`config.mk`:
```
export PLATFORM = sky130hd
export DESIGN_NAME = mips_run_ctrl
export DESIGN_NICKNAME = d
export VERILOG_FILES = /design/src/rtl/mips_run_pkg.sv /design/src/rtl/mips_run_ctrl_sat_counter.sv /design/src/rtl/mips_run_ctrl.sv
export SDC_FILE = /design/constraint.sdc
export NUM_CORES = 1
export LEC_CHECK = 0
export CAP_MARGIN = 20
export CORE_ASPECT_RATIO = 1.4
export CORE_MARGIN = 1.5
export CORE_UTILIZATION = 51
export DETAILED_ROUTE_END_ITERATION = 10
export PLACE_DENSITY = 0.81
export SETUP_SLACK_MARGIN = 0.05
export SYNTH_ARGS = -nofsm -noshare
export SYNTH_HDL_FRONTEND = slang
export SYNTH_SLANG_ARGS = --single-unit
```
`constraint.sdc`:
```
create_clock -name clk_i -period 3.37 [get_ports clk_i]
set_clock_uncertainty 0.2 [all_clocks]
set_input_delay 0.337 -clock clk_i [delete_from_list [all_inputs] [get_ports clk_i]]
set_output_delay 0.337 -clock clk_i [all_outputs]
set_load 0.01 [all_outputs]
```
`src/rtl/mips_run_pkg.sv`:
```
// Shared encodings for the mips core run controller: FSM states, stop causes and the
// default halt instruction.
package mips_run_pkg;

  typedef enum logic [1:0] {
    ST_IDLE     = 2'd0,
    ST_RST_HOLD = 2'd1,
    ST_RUN      = 2'd2,
    ST_DONE     = 2'd3
  } run_state_e;

  localparam logic [1:0] CAUSE_NONE       = 2'd0;
  localparam logic [1:0] CAUSE_HALT_INSTR = 2'd1;
  localparam logic [1:0] CAUSE_PC_STUCK   = 2'd2;
  localparam logic [1:0] CAUSE_LIMIT      = 2'd3;

  // beq $0,$0,-1 : the core spins on itself
  localparam logic [31:0] DEFAULT_HALT_WORD = 32'h1000ffff;

endpackage

```
`src/rtl/mips_run_ctrl_sat_counter.sv`:
```
// Saturating up-counter with synchronous clear and count enable; sticks at all-ones.
module run_sat_counter #(
  parameter int unsigned W = 32
) (
  input  logic         clk_i,
  input  logic         reset_i,
  input  logic         clr_i,
  input  logic         en_i,
  output logic [W-1:0] count_o
);

  logic [W-1:0] count_q;
  logic [W-1:0] count_d;

  always_comb begin
    count_d = count_q;
    if (clr_i) begin
      count_d = '0;
    end else if (en_i && (count_q != '1)) begin
      count_d = count_q + W'(1);
    end
  end

  always_ff @(posedge clk_i) begin
    if (reset_i) begin
      count_q <= '0;
    end else begin
      count_q <= count_d;
    end
  end

  assign count_o = count_q;

endmodule

```
`src/rtl/mips_run_ctrl.sv`:
```
// Run controller for the mips core: holds core reset after start, gates the core clock-enable
// in free-run or single-step mode, and stops on a halt instruction, a stuck PC or a cycle limit.
//
// state    | meaning
// ST_IDLE  | core held in reset, waiting for start
// ST_RST_HOLD | core reset held for RST_HOLD_CYCLES cycles
// ST_RUN   | core released; core_en per free-run or step mode, stop checks active
// ST_DONE  | core stopped, count and cause frozen, waiting for start
module mips_run_ctrl
  import mips_run_pkg::*;
#(
  parameter int unsigned RST_HOLD_CYCLES = 10,
  parameter int unsigned CNT_W           = 32,
  parameter int unsigned HALT_REPEAT     = 4,
  parameter logic [31:0] HALT_WORD       = DEFAULT_HALT_WORD
) (
  input  logic             clk_i,
  input  logic             reset_i,
  input  logic             start_i,
  input  logic             step_mode_i,
  input  logic             step_i,
  input  logic [CNT_W-1:0] max_cycles_i,
  input  logic [31:0]      pc_i,
  input  logic [31:0]      instr_i,
  output logic             core_reset_o,
  output logic             core_en_o,
  output logic             running_o,
  output logic             done_o,
  output logic [1:0]       done_cause_o,
  output logic [CNT_W-1:0] cycle_count_o
);

  localparam int unsigned HOLD_W  = (RST_HOLD_CYCLES > 1) ? $clog2(RST_HOLD_CYCLES) : 1;
  localparam int unsigned STUCK_W = $clog2(HALT_REPEAT);
  localparam logic [HOLD_W-1:0]  HOLD_LOAD = HOLD_W'(RST_HOLD_CYCLES - 1);
  localparam logic [STUCK_W-1:0] STUCK_HIT = STUCK_W'(HALT_REPEAT - 1);

  run_state_e         state_q, state_d;
  logic [HOLD_W-1:0]  hold_q, hold_d;
  logic [STUCK_W-1:0] stuck_q, stuck_d;
  logic [31:0]        pc_ref_q, pc_ref_d;
  logic               ref_vld_q, ref_vld_d;
  logic [CNT_W-1:0]   max_q, max_d;
  logic [1:0]         cause_q, cause_d;
  logic               core_reset_q, core_reset_d;
  logic               core_en_q, core_en_d;
  logic               running_q, running_d;
  logic               done_q, done_d;
  logic               step_q, step_d;

  logic               cnt_clr;
  logic [CNT_W-1:0]   cycle_count;
  logic [CNT_W:0]     cnt_inc;
  logic [STUCK_W-1:0] stuck_inc;
  logic               step_edge;
  logic               pc_same;
  logic               is_halt;
  logic               is_stuck;
  logic               is_limit;

  assign step_edge = step_i & ~step_q;
  assign pc_same   = ref_vld_q && (pc_i == pc_ref_q);
  assign stuck_inc = stuck_q + STUCK_W'(1);
  assign is_halt   = (instr_i == HALT_WORD);
  assign is_stuck  = pc_same && (stuck_inc == STUCK_HIT);
  assign cnt_inc   = {1'b0, cycle_count} + (CNT_W+1)'(1);
  assign is_limit  = (max_q != '0) && (cnt_inc == {1'b0, max_q});

  // Edge detector only tracks step inside RUN, so a step already high on entry is one edge.
  assign step_d = (state_q == ST_RUN) ? step_i : 1'b0;

  always_comb begin
    state_d   = state_q;
    hold_d    = hold_q;
    stuck_d   = stuck_q;
    pc_ref_d  = pc_ref_q;
    ref_vld_d = ref_vld_q;
    max_d     = max_q;
    cause_d   = cause_q;
    core_en_d = 1'b0;
    cnt_clr   = 1'b0;

    unique case (state_q)
      ST_IDLE, ST_DONE: begin
        if (start_i) begin
          state_d   = ST_RST_HOLD;
          hold_d    = HOLD_LOAD;
          max_d     = max_cycles_i;
          cause_d   = CAUSE_NONE;
          stuck_d   = '0;
          ref_vld_d = 1'b0;
          cnt_clr   = 1'b1;
        end
      end
      ST_RST_HOLD: begin
        if (hold_q == '0) begin
          state_d   = ST_RUN;
          core_en_d = ~step_mode_i;
        end else begin
          hold_d = hold_q - HOLD_W'(1);
        end
      end
      ST_RUN: begin
        if (core_en_q) begin
          pc_ref_d  = pc_i;
          ref_vld_d = 1'b1;
          stuck_d   = pc_same ? stuck_inc : '0;
          if (is_halt) begin
            cause_d = CAUSE_HALT_INSTR;
            state_d = ST_DONE;
          end else if (is_stuck) begin
            cause_d = CAUSE_PC_STUCK;
            state_d = ST_DONE;
          end else if (is_limit) begin
            cause_d = CAUSE_LIMIT;
            state_d = ST_DONE;
          end
        end
        if (state_d == ST_RUN) begin
          core_en_d = step_mode_i ? (step_edge & ~core_en_q) : 1'b1;
        end
      end
      default: state_d = ST_IDLE;
    endcase

    core_reset_d = (state_d == ST_IDLE) || (state_d == ST_RST_HOLD);
    running_d    = (state_d == ST_RUN);
    done_d       = (state_d == ST_DONE);
  end

  always_ff @(posedge clk_i) begin
    if (reset_i) begin
      state_q      <= ST_IDLE;
      hold_q       <= '0;
      stuck_q      <= '0;
      pc_ref_q     <= '0;
      ref_vld_q    <= 1'b0;
      max_q        <= '0;
      cause_q      <= CAUSE_NONE;
      core_reset_q <= 1'b1;
      core_en_q    <= 1'b0;
      running_q    <= 1'b0;
      done_q       <= 1'b0;
      step_q       <= 1'b0;
    end else begin
      state_q      <= state_d;
      hold_q       <= hold_d;
      stuck_q      <= stuck_d;
      pc_ref_q     <= pc_ref_d;
      ref_vld_q    <= ref_vld_d;
      max_q        <= max_d;
      cause_q      <= cause_d;
      core_reset_q <= core_reset_d;
      core_en_q    <= core_en_d;
      running_q    <= running_d;
      done_q       <= done_d;
      step_q       <= step_d;
    end
  end

  run_sat_counter #(
    .W(CNT_W)
  ) u_cycle_cnt (
    .clk_i   (clk_i),
    .reset_i (reset_i),
    .clr_i   (cnt_clr),
    .en_i    (core_en_q),
    .count_o (cycle_count)
  );

  assign core_reset_o  = core_reset_q;
  assign core_en_o     = core_en_q;
  assign running_o     = running_q;
  assign done_o        = done_q;
  assign done_cause_o  = cause_q;
  assign cycle_count_o = cycle_count;

endmodule

```
==> results of run 1 <==
==> cells in the final DEF (no fill, tap or decap), types with 25 or more instances in the layout <==
| master | instances |
|---|---|
| a21oi_1 | 80 |
| nand3_1 | 26 |
| dfxtp_1 | 112 |
| nand2_1 | 163 |
| xor2_1 | 53 |
| clkdlybuf4s50_1 | 137 |
| nand4_1 | 25 |
| buf_4 | 31 |
| xnor2_1 | 41 |
| nor2_1 | 56 |
| nor4_1 | 31 |
==> synthesized netlist by cell type, drive strengths merged, types with 2 or more instances <==
cell	n
a2111oi	3
a211oi	4
a21boi	2
a21o	2
a21oi	80
a22oi	2
a31oi	2
a41oi	2
and2	8
and3	8
and3b	2
and4	6
buf	21
clkbuf	28
dfxtp	112
ha	6
inv	16
nand2	163
nand2b	8
nand3	27
nand3b	4
nand4	27
nand4b	2
nor2	56
nor2b	4
nor3	20
nor3b	4
nor4	33
nor4b	2
o211ai	4
o21ai	11
o22a	2
o22ai	3
o311ai	2
o31a	3
o31ai	5
or2	2
or3	10
or4	5
xnor2	41
xor2	53
==> state kept, by name, summed over array words and instances, names as in the netlist <==
signal	flops
max_q	32
pc_ref_q	32
u_cycle_cnt.count_o	32
hold_q	4
done_cause_o	2
state_q	2
stuck_q	2
core_en_o	1
core_reset_o	1
done_o	1
ref_vld_q	1
running_o	1
step_q	1
==> worst paths after layout <==
| kind | from | cells past startpoint | to |
|---|---|---|---|
| max | u_cycle_cnt.count_o[2] | 8 | core_en_o |
| min | pc_ref_q[31] | 2 | pc_ref_q[31] |
| max reg2reg | u_cycle_cnt.count_o[2] | 8 | core_en_o |
| min reg2reg | pc_ref_q[31] | 2 | pc_ref_q[31] |
==> power by group through the flow <==
stage               sequential (W)  clock, W  combinational [W]
finish                     0.00148   0.00100           0.000714
global route               0.00148   0.00105           0.000787
CTS                        0.00147   0.00101           0.000714
detailed placement         0.00151         0           0.000709
global placement           0.00150         0           0.000697
floorplan                  0.00148         0           0.000456
==> metal layers <==
layer  vias to the layer above  share of wire (%)  GRT usage (%)  wire length, um
li1                       3104                  -              -                -
met2                       223                 51          48.76             9140
met1                      2900                 39          31.23             6953
met4                         0                4.5          14.25              802
met5                         -                  0              0                0
met3                        54                5.6          4.794              994
==> final cells by class <==
| class | instances | area (um2) | area share [%] |
|---|---|---|---|
| Multi-Input combinational cell | 634 | 3764 | 46.34 |
| Sequential cell | 112 | 2242 | 27.61 |
| Timing Repair Buffer | 169 | 1609 | 19.81 |
| Clock buffer | 10 | 229.0 | 2.819 |
| Tap cell | 147 | 183.9 | 2.265 |
| Inverter | 16 | 60.06 | 0.7395 |
| Clock inverter | 5 | 33.78 | 0.4160 |
==> through the flow <==
step / hold slack (ns) / setup slack [ns] / cell area [um2]
global route: 0.2841 / 0.06994 / 8122
floorplan: 0.2481 / 0.3639 / 6276
CTS: 0.2680 / 0.3059 / 8122
global placement: 0.2530 / 0.3131 / 7859
detailed placement: 0.2582 / 0.2854 / 7859
finish: 0.2662 / 0.2870 / 8122
==> worst register-to-register path, delay by kind of cell, from the launching register on <==
family	cells	cell delay, ns
DFF	1	0.54
AOI/OAI and AO/OA	3	0.67
and+or+nand+nor	5	1.54
==> kinds of logic (layout without fill, tap and decap cells) <==
| family | Yosys count | after routing | share of synthesized area (%) |
|---|---|---|---|
| DFF | 112 | 112 | 35.73 |
| buffers and inverters | 65 | 200 | 4.306 |
| muxes | 1 | 1 | 0.1794 |
| adders and majority gates | 6 | 6 | 1.196 |
| AOI/OAI and AO/OA | 139 | 139 | 14.10 |
| xor gates and xnor gates | 94 | 94 | 13.12 |
| and+or+nand+nor | 394 | 394 | 31.38 |
==> results.yml, run 1 <==
outcome:
  outcome: "complete, no violations"
routing:
  vias_per_cell: 5.747
  detail-route-antenna-nets: 0
  drcViolationCount: 0
  drt_wl_total_um: 17890
  drt_iter0_drc: 340
  detailedRoute.firstPassIterationCount: 7
  via_count: 6281
  route.detailed.wl_per_inst_um: 16.37
critical_path:
  slowest_stage: "or4_1"
  cp_max_fo: 11
  criticalPathCategory: "register to register"
  worst-path-buf-inv: 0
  path_delay_family: "simple AND/OR/NAND/NOR gates"
  cp-start-kind: "register"
  worstPathCellList: "nand4_1 > or4_1 > nor4_1 > o32ai_1 > nor4_2 > a41o_4 > o22a_1 > nor3_2"
  required_ns: 3.38
  crit_path_end_kind: "register"
  worstPathArrival_ns: 3.10
  cpPeakStageDelay_ns: 0.64
  r2r_setup_slack_ns: 0.29
floorplan:
  die-area_um2: 12990
  die_y_um: 134.3
  rows: 47
  fp.coreArea_um2: 11940
  die_x_um: 96.76
  start_util_pct: 52.57
  ios: 139
global_route:
  grt_pass1_wl_um: 28970
  track_usage_pct: 27.39
  grt_max_degree: 44
  antenna_found_initial: 0
  grt_overflow_total: 0
  first_global_vias: 5932
pwr:
  pwr_density_cell_nw_per_um2: 393.4
  pwr-share-comb_pct: 22.3
  power.total_w: 0.003195
  clkPwrFrac_pct: 31.4
  power_leakage_nw: 2.872
  switching_power_w: 0.0009661
  netSwitchingFraction_pct: 30.24
  p_int_w: 0.002228
  p_seq_share_pct: 46.2
  vdd_drop_max_mv: 0.2577
clocking:
  cts_root_buf: "clkbuf_16"
  tritoncts.num_buffers: 9
  cts_tree: "built"
  clock_latency_ns: 0.35
  cts_setup_buffers: 0
  hold_buffers: 0
  cts_buffer_depth: 2
  clk_pin_slew_ns: 0.07
  cts_sinks: 112
  h-tree-depth: 3
  ctsResizeCount: 0
sta:
  rsz0062_at_grt: "false"
  setup_violations: 0
  final_hold_viol_count: 0
  setup_tns_ns: 0
  report.final.slew_viol_count: 0
  post-route-min-period_ns: 3.083
  relSlewSlack_pct: 45.19
  timing.final.crit_share_pct: 91.48
  fmax_ghz: 0.3244
  tightest_slew_ns: 0.8146
yosys:
  synth_cells: 811
  synth_top_cell_area_share_pct: 35.73
  ys_types: 66
  synthesis.nets: 918
  synth_top_flop_cell: "dfxtp_1"
  syn_area_um2: 6276
  ys_warn_count: 0
  ys_seq_area_share_pct: 35.73
  ys_top_cells_by_area: "dfxtp_1 36%, nand2_1 9.7%, xor2_1 7.4%"
  async_reset_ff_share_pct: 0
  synth_enable_flop_cells: 0
  avgSynthCellArea_um2: 7.739
  synth_seq_cells: 112
  synth_top_area_cell: "dfxtp_1"
placed_design:
  port_buffers: 138
  dp.cells: 1078
  hpwl_um: 13790
  gp_congestion: 1.002
cells_and_area:
  nets: 1049
  diodes: 0
  syn2layout_area_growth_pct: 29.41
  finalNonFillerCells: 1093
  utilization_pct: 68.03
  final_layout_size_suffix_gt1_share_pct: 6.554
  nFillCells: 1028
flow_run:
  maxCapViolCount: 0
min_path:
  hp-class: "register to register"
(Power assumes the default switching activity.)
==> run 2: changes to the inputs <==
Settings changed: ABC_AREA set to 1, CORE_UTILIZATION 51 to 52.
==> run 2 against run 1 <==
Compared with the run above: flip-flop and latch count unchanged; first-iteration DRC count increased by 2.1%; highest routed layer unchanged; register-to-register slack improved by 0.07 ns; area after synthesis increased by 4.8%; core utilization increased by 0.16 points; largest power group unchanged; via count increased by 13%.
==> results.yml, run 2 <==
sta:
  post-route-min-period_ns: 3.013
  hold_ws_ns: 0.2644
  fmax_ghz: 0.3319
  setup_tns_ns: 0
  final_hold_viol_count: 0
  rsz0062_at_grt: "false"
  relSlewSlack_pct: 37.19
  setup_violations: 0
  tightest_slew_ns: 0.9412
  timing.final.crit_share_pct: 89.40
  report.final.slew_viol_count: 0
critical_path:
  r2r-end: "core_reset_o"
  cp_max_fo: 7
  r2r_setup_slack_ns: 0.36
  cp-start-kind: "register"
  criticalPathCategory: "register to register"
  worstPathArrival_ns: 3.06
  required_ns: 3.42
  reg2reg_depth: 20
  r2r-start: "u_cycle_cnt.count_o[0]"
  crit_path_end_kind: "register"
yosys:
  synth_top_area_cell: "dfxtp_1"
  ys_types: 41
  synth_top_family_by_area: "simple AND/OR/NAND/NOR gates"
  synthAdderAreaFrac_pct: 1.141
  synth_enable_flop_cells: 0
  ys_seq_area_share_pct: 34.08
  synth-compound-area-share_pct: 16.93
  synth-xor-area-share_pct: 3.328
  ys_top_cells_by_area: "dfxtp_1 34%, nand2_1 13%, o21ai_0 8.5%"
  synth.most_common_cell: "nand2_1"
  synth_top_flop_cell: "dfxtp_1"
  synthesis.nets: 1147
  ys_warn_count: 0
  synth_top_cell_area_share_pct: 34.08
  async_reset_ff_share_pct: 0
  synth_cells: 1040
  syn_area_um2: 6579
  synthMuxAreaShare_pct: 0
  synth-simple-area-share_pct: 35.66
  synth_seq_cells: 112
  avgSynthCellArea_um2: 6.326
  ys_top_cells_by_count: "234 x nand2_1, 143 x nor2_1, 122 x inv_1"
floorplan:
  fp.coreArea_um2: 12310
  die-area_um2: 13340
  rows: 48
  ios: 139
  die_x_um: 98.06
  start_util_pct: 53.43
  die_y_um: 136.1
cells_and_area:
  layout_commonest_cell: "nand2_1"
  syn2layout_area_growth_pct: 27.62
  nets: 1274
  final_layout_size_suffix_gt1_share_pct: 4.953
  diodes: 0
  final_cell_mix: "234 x nand2_1, 143 x nor2_1, 138 x clkdlybuf4s50_1, 122 x inv_1"
pwr:
  vdd_drop_max_mv: 0.2328
  pwr_density_cell_nw_per_um2: 384.7
  power_leakage_nw: 3.390
clocking:
  cts_setup_buffers: 0
  cts_sinks: 112
  ctsResizeCount: 0
  h-tree-depth: 3
  hold_buffers: 0
  clock_latency_ns: 0.35
  tritoncts.num_buffers: 9
  cts_buffer_depth: 2
  cts_tree: "built"
  clk_pin_slew_ns: 0.07
  cts_root_buf: "clkbuf_16"
global_route:
  first_global_vias: 6673
  grt_max_degree: 58
  track_usage_pct: 29.65
  grt_overflow_total: 0
  grt_pass1_wl_um: 31400
  antenna_found_initial: 0
outcome:
  outcome: "complete, no violations"
routing:
  via_count: 7128
  vias_per_cell: 5.396
  drt_iter0_drc: 347
  drcViolationCount: 0
  detailedRoute.firstPassIterationCount: 5
  drt_wl_total_um: 19470
  route.detailed.wl_per_inst_um: 14.74
  detail-route-antenna-nets: 0
placed_design:
  port_buffers: 138
  gp_congestion: 0.9354
  hpwl_um: 15050
min_path:
  hp-start: "stuck_q[0]"
  hp-class: "register to register"
  min_to: "stuck_q[0]"
  min_path_cells: 2
flow_run:
  maxCapViolCount: 0
[run 2: cell types whose count changed in the layout (fill, tap and decap cells not counted), sizes merged, moves of 10 or more]
cell | previous run | this run
nor2 | 56 | 156
nand3 | 27 | 77
nor4 | 33 | 9
or3 | 10 | 0
inv | 17 | 124
nand4 | 27 | 14
buf | 32 | 8
o21ai | 11 | 113
xnor2 | 41 | 8
nor3 | 20 | 9
xor2 | 53 | 9
nand2 | 163 | 246
[run 2: per-stage QoR]
step	util [%]	area, um2	setup slack (ns)	power [W]	std cells
4_1_cts	68.19	8396	0.3948	0.003235	1321
5_1_grt	68.19	8396	0.1530	0.003385	1321
2_1_floorplan	-	6579	0.8756	0.001886	1040
3_3_place_gp	65.84	8107	0.5089	0.002156	1306
6_report	68.19	8396	0.3572	0.003230	1321
3_5_place_dp	65.84	8107	0.4313	0.002164	1306
[run 2: cell families after synthesis]
group / after synthesis
buf+inv: 155
fa+ha+maj: 6
simple gates: 532
compound gates: 215
xor+xnor: 20
flops: 112
[run 2: worst max-delay path by stage]
stage	endpoint	startpoint	depth (start not counted)
2_1_floorplan	core_reset_o	u_cycle_cnt.count_o[0]	22
3_3_place_gp	core_reset_o	u_cycle_cnt.count_o[0]	20
3_5_place_dp	core_reset_o	u_cycle_cnt.count_o[0]	20
4_1_cts	core_reset_o	u_cycle_cnt.count_o[0]	20
5_1_grt	done_o	u_cycle_cnt.count_o[0]	19
6_report	core_reset_o	u_cycle_cnt.count_o[0]	20
[run 2: critical path, cell delays in order, from the launching register on]
cell	delay (ns)
dfxtp_1	0.44
ha_1	0.24
nand2_2	0.13
nor2_8	0.16
nand2_1	0.08
nor2_2	0.26
nand3_1	0.15
nand3_1	0.11
nand2_1	0.05
nor2_1	0.22
nand2_1	0.08
nor2_1	0.10
nand3_1	0.15
nand2_1	0.11
nand2_2	0.07
nand2_2	0.07
nand2_2	0.05
nand2_2	0.07
nand2_2	0.06
nand2_1	0.07
inv_1	0.04
[run 2: metal layers]
layer  vias up  share of wire [%]  track usage, %  routed length, um
met2       241                 51           53.22               9833
li1       3637                  -               -                  -
met5         -                  0               0                  0
met3        61                5.2           5.090               1003
met4         0                4.6           15.71                887
met1      3189                 40           33.34               7741
[run 2: power breakdown]
group	switching, W	total, W	internal (W)
combinational	0.000367	0.000669	0.000302
sequential	0.0000742	0.00148	0.00140
clock	0.000491	0.00108	0.000594
[run 2: area by class of cell]
type | instances | area, um2
fill | 1128 | 3916
multi-input combinational | 773 | 3754
sequential | 112 | 2242
timing repair buffer | 146 | 1454
inverter | 125 | 469.2
clock buffer | 12 | 246.5
tap | 150 | 187.7
clock inverter | 3 | 42.54
==> run 3: changes to the inputs <==
Settings changed: PLACE_DENSITY 0.81 to not set, PLACE_DENSITY_LB_ADDON set to 0.15.
==> run 3 against run 2 <==
Compared with the run above: critical path depth up 1; setup slack better by 0.098 ns; maximum frequency is 3.4% higher; largest cell class unchanged; critical endpoint unchanged.
==> results.yml, run 3 (synthesized netlist as in run 2, its figures left out) <==
clocking:
  tritoncts.num_buffers: 9
  clock_latency_ns: 0.35
  cts_sinks: 112
  cts_setup_buffers: 0
  h-tree-depth: 3
  cts_root_buf: "clkbuf_16"
  cts_buffer_depth: 2
  cts_tree: "built"
  clk_pin_slew_ns: 0.07
  hold_buffers: 0
  ctsResizeCount: 0
cells_and_area:
  seq_area_um2: 2242
  diodes: 0
  final_cell_mix: "234 x nand2_1, 143 x nor2_1, 138 x clkdlybuf4s50_1, 122 x inv_1"
  nets: 1275
  nFillCells: 1146
  final_layout_size_suffix_gt1_share_pct: 5.205
  fin_area_um2: 8373
  multi_input_area_um2: 3754
  finalNonFillerCells: 1322
  syn2layout_area_growth_pct: 27.27
  layout_commonest_cell: "nand2_1"
critical_path:
  cp_max_fo: 9
  reg2reg_depth: 21
  required_ns: 3.42
  cp-start-kind: "register"
  crit_path_end_kind: "register"
  worstPathArrival_ns: 2.97
  criticalPathCategory: "register to register"
floorplan:
  die-area_um2: 13340
  ios: 139
  die_x_um: 98.06
  fp.coreArea_um2: 12310
  die_y_um: 136.1
  rows: 48
  start_util_pct: 53.43
routing:
  drt_iter0_drc: 312
  wl_met3_um: 964
  detailedRoute.firstPassIterationCount: 5
  drt_wl_total_um: 19140
  top_layer: "met4"
  wl_met2_um: 9542
  vias_per_cell: 5.340
  via_count: 7060
  drcViolationCount: 0
  route.detailed.wl_per_inst_um: 14.48
  met1_length_um: 7777
  detail-route-antenna-nets: 0
min_path:
  hp-class: "register to register"
  min_path_cells: 1
global_route:
  grt_pass1_wl_um: 30920
  antenna_found_initial: 0
  first_global_vias: 6492
  track_usage_pct: 28.95
  grt_max_degree: 58
  grt_overflow_total: 0
sta:
  setup_violations: 0
  post-route-min-period_ns: 2.915
  timing.final.crit_share_pct: 86.49
  fmax_ghz: 0.3431
  relSlewSlack_pct: 36.79
  final_hold_viol_count: 0
  report.final.slew_viol_count: 0
  setup_tns_ns: 0
  rsz0062_at_grt: "false"
  hold_ws_ns: 0.2645
  tightest_slew_ns: 0.9471
flow_run:
  maxCapViolCount: 0
pwr:
  pwr_density_cell_nw_per_um2: 374.9
  vdd_drop_max_mv: 0.2609
  power_leakage_nw: 3.380
  power.total_w: 0.003139
outcome:
  outcome: "complete, no violations"
placed_design:
  hpwl_um: 15030
  gp_congestion: 1.019
  dpl_cell_area_um2: 8102
  port_buffers: 138
  dp.cells: 1307
run 3: path summary, 6_finish.rpt:
kind	slack [ns]	endpoint	startpoint
max reg2reg	0.46	core_reset_o	u_cycle_cnt.count_o[7]
min reg2reg	0.26	hold_q[0]	hold_q[0]
max	0.46	core_reset_o	u_cycle_cnt.count_o[7]
min	0.26	hold_q[0]	hold_q[0]
run 3: power by group:
part | switching, W | internal [W] | total [W]
sequential | 0.0000727 | 0.00140 | 0.00148
clock | 0.000499 | 0.000502 | 0.00100
combinational | 0.000362 | 0.000301 | 0.000663
total | 0.000933 | 0.00221 | 0.00314
run 3: cell type report:
| class | instances | share of cell area (%) |
|---|---|---|
| sequential | 112 | 26.78 |
| clock buffer | 9 | 2.690 |
| tap | 150 | 2.241 |
| inverter | 125 | 5.604 |
| timing repair buffer | 147 | 17.30 |
| clock inverter | 6 | 0.5529 |
| multi-input combinational | 773 | 44.83 |
run 3: critical path, stage by stage, from the launching register on:
cell and delay (ns):
dfxtp_1 0.46, nand2_1 0.14, nor2_1 0.23, nand2_1 0.17, nor2_8 0.20, nand2_1 0.07, nand2_1 0.09, nand2_1 0.07
nand2_1 0.06, nand2_1 0.08, nor2_1 0.11, nand2_1 0.06, nor2_1 0.15, nand3_1 0.16, nand2_1 0.11, nand2_2 0.07
nand2_2 0.07, nand2_2 0.05, nand2_2 0.07, nand2_2 0.06, nand2_1 0.07, inv_1 0.04
run 3: per-stage QoR:
step | util, % | worst slack [ns]
2_1_floorplan | - | 0.8756
3_3_place_gp | 65.80 | 0.5399
3_5_place_dp | 65.80 | 0.4933
4_1_cts | 68.01 | 0.4595
5_1_grt | 68.01 | 0.1948
6_report | 68.01 | 0.4552
run 3: per-layer routing:
metal  up-vias  GRT usage [%]
li1       3641              -
met1      3143          32.99
met2       218          51.69
met3        58          5.141
met4         0          14.60
met5         -              0
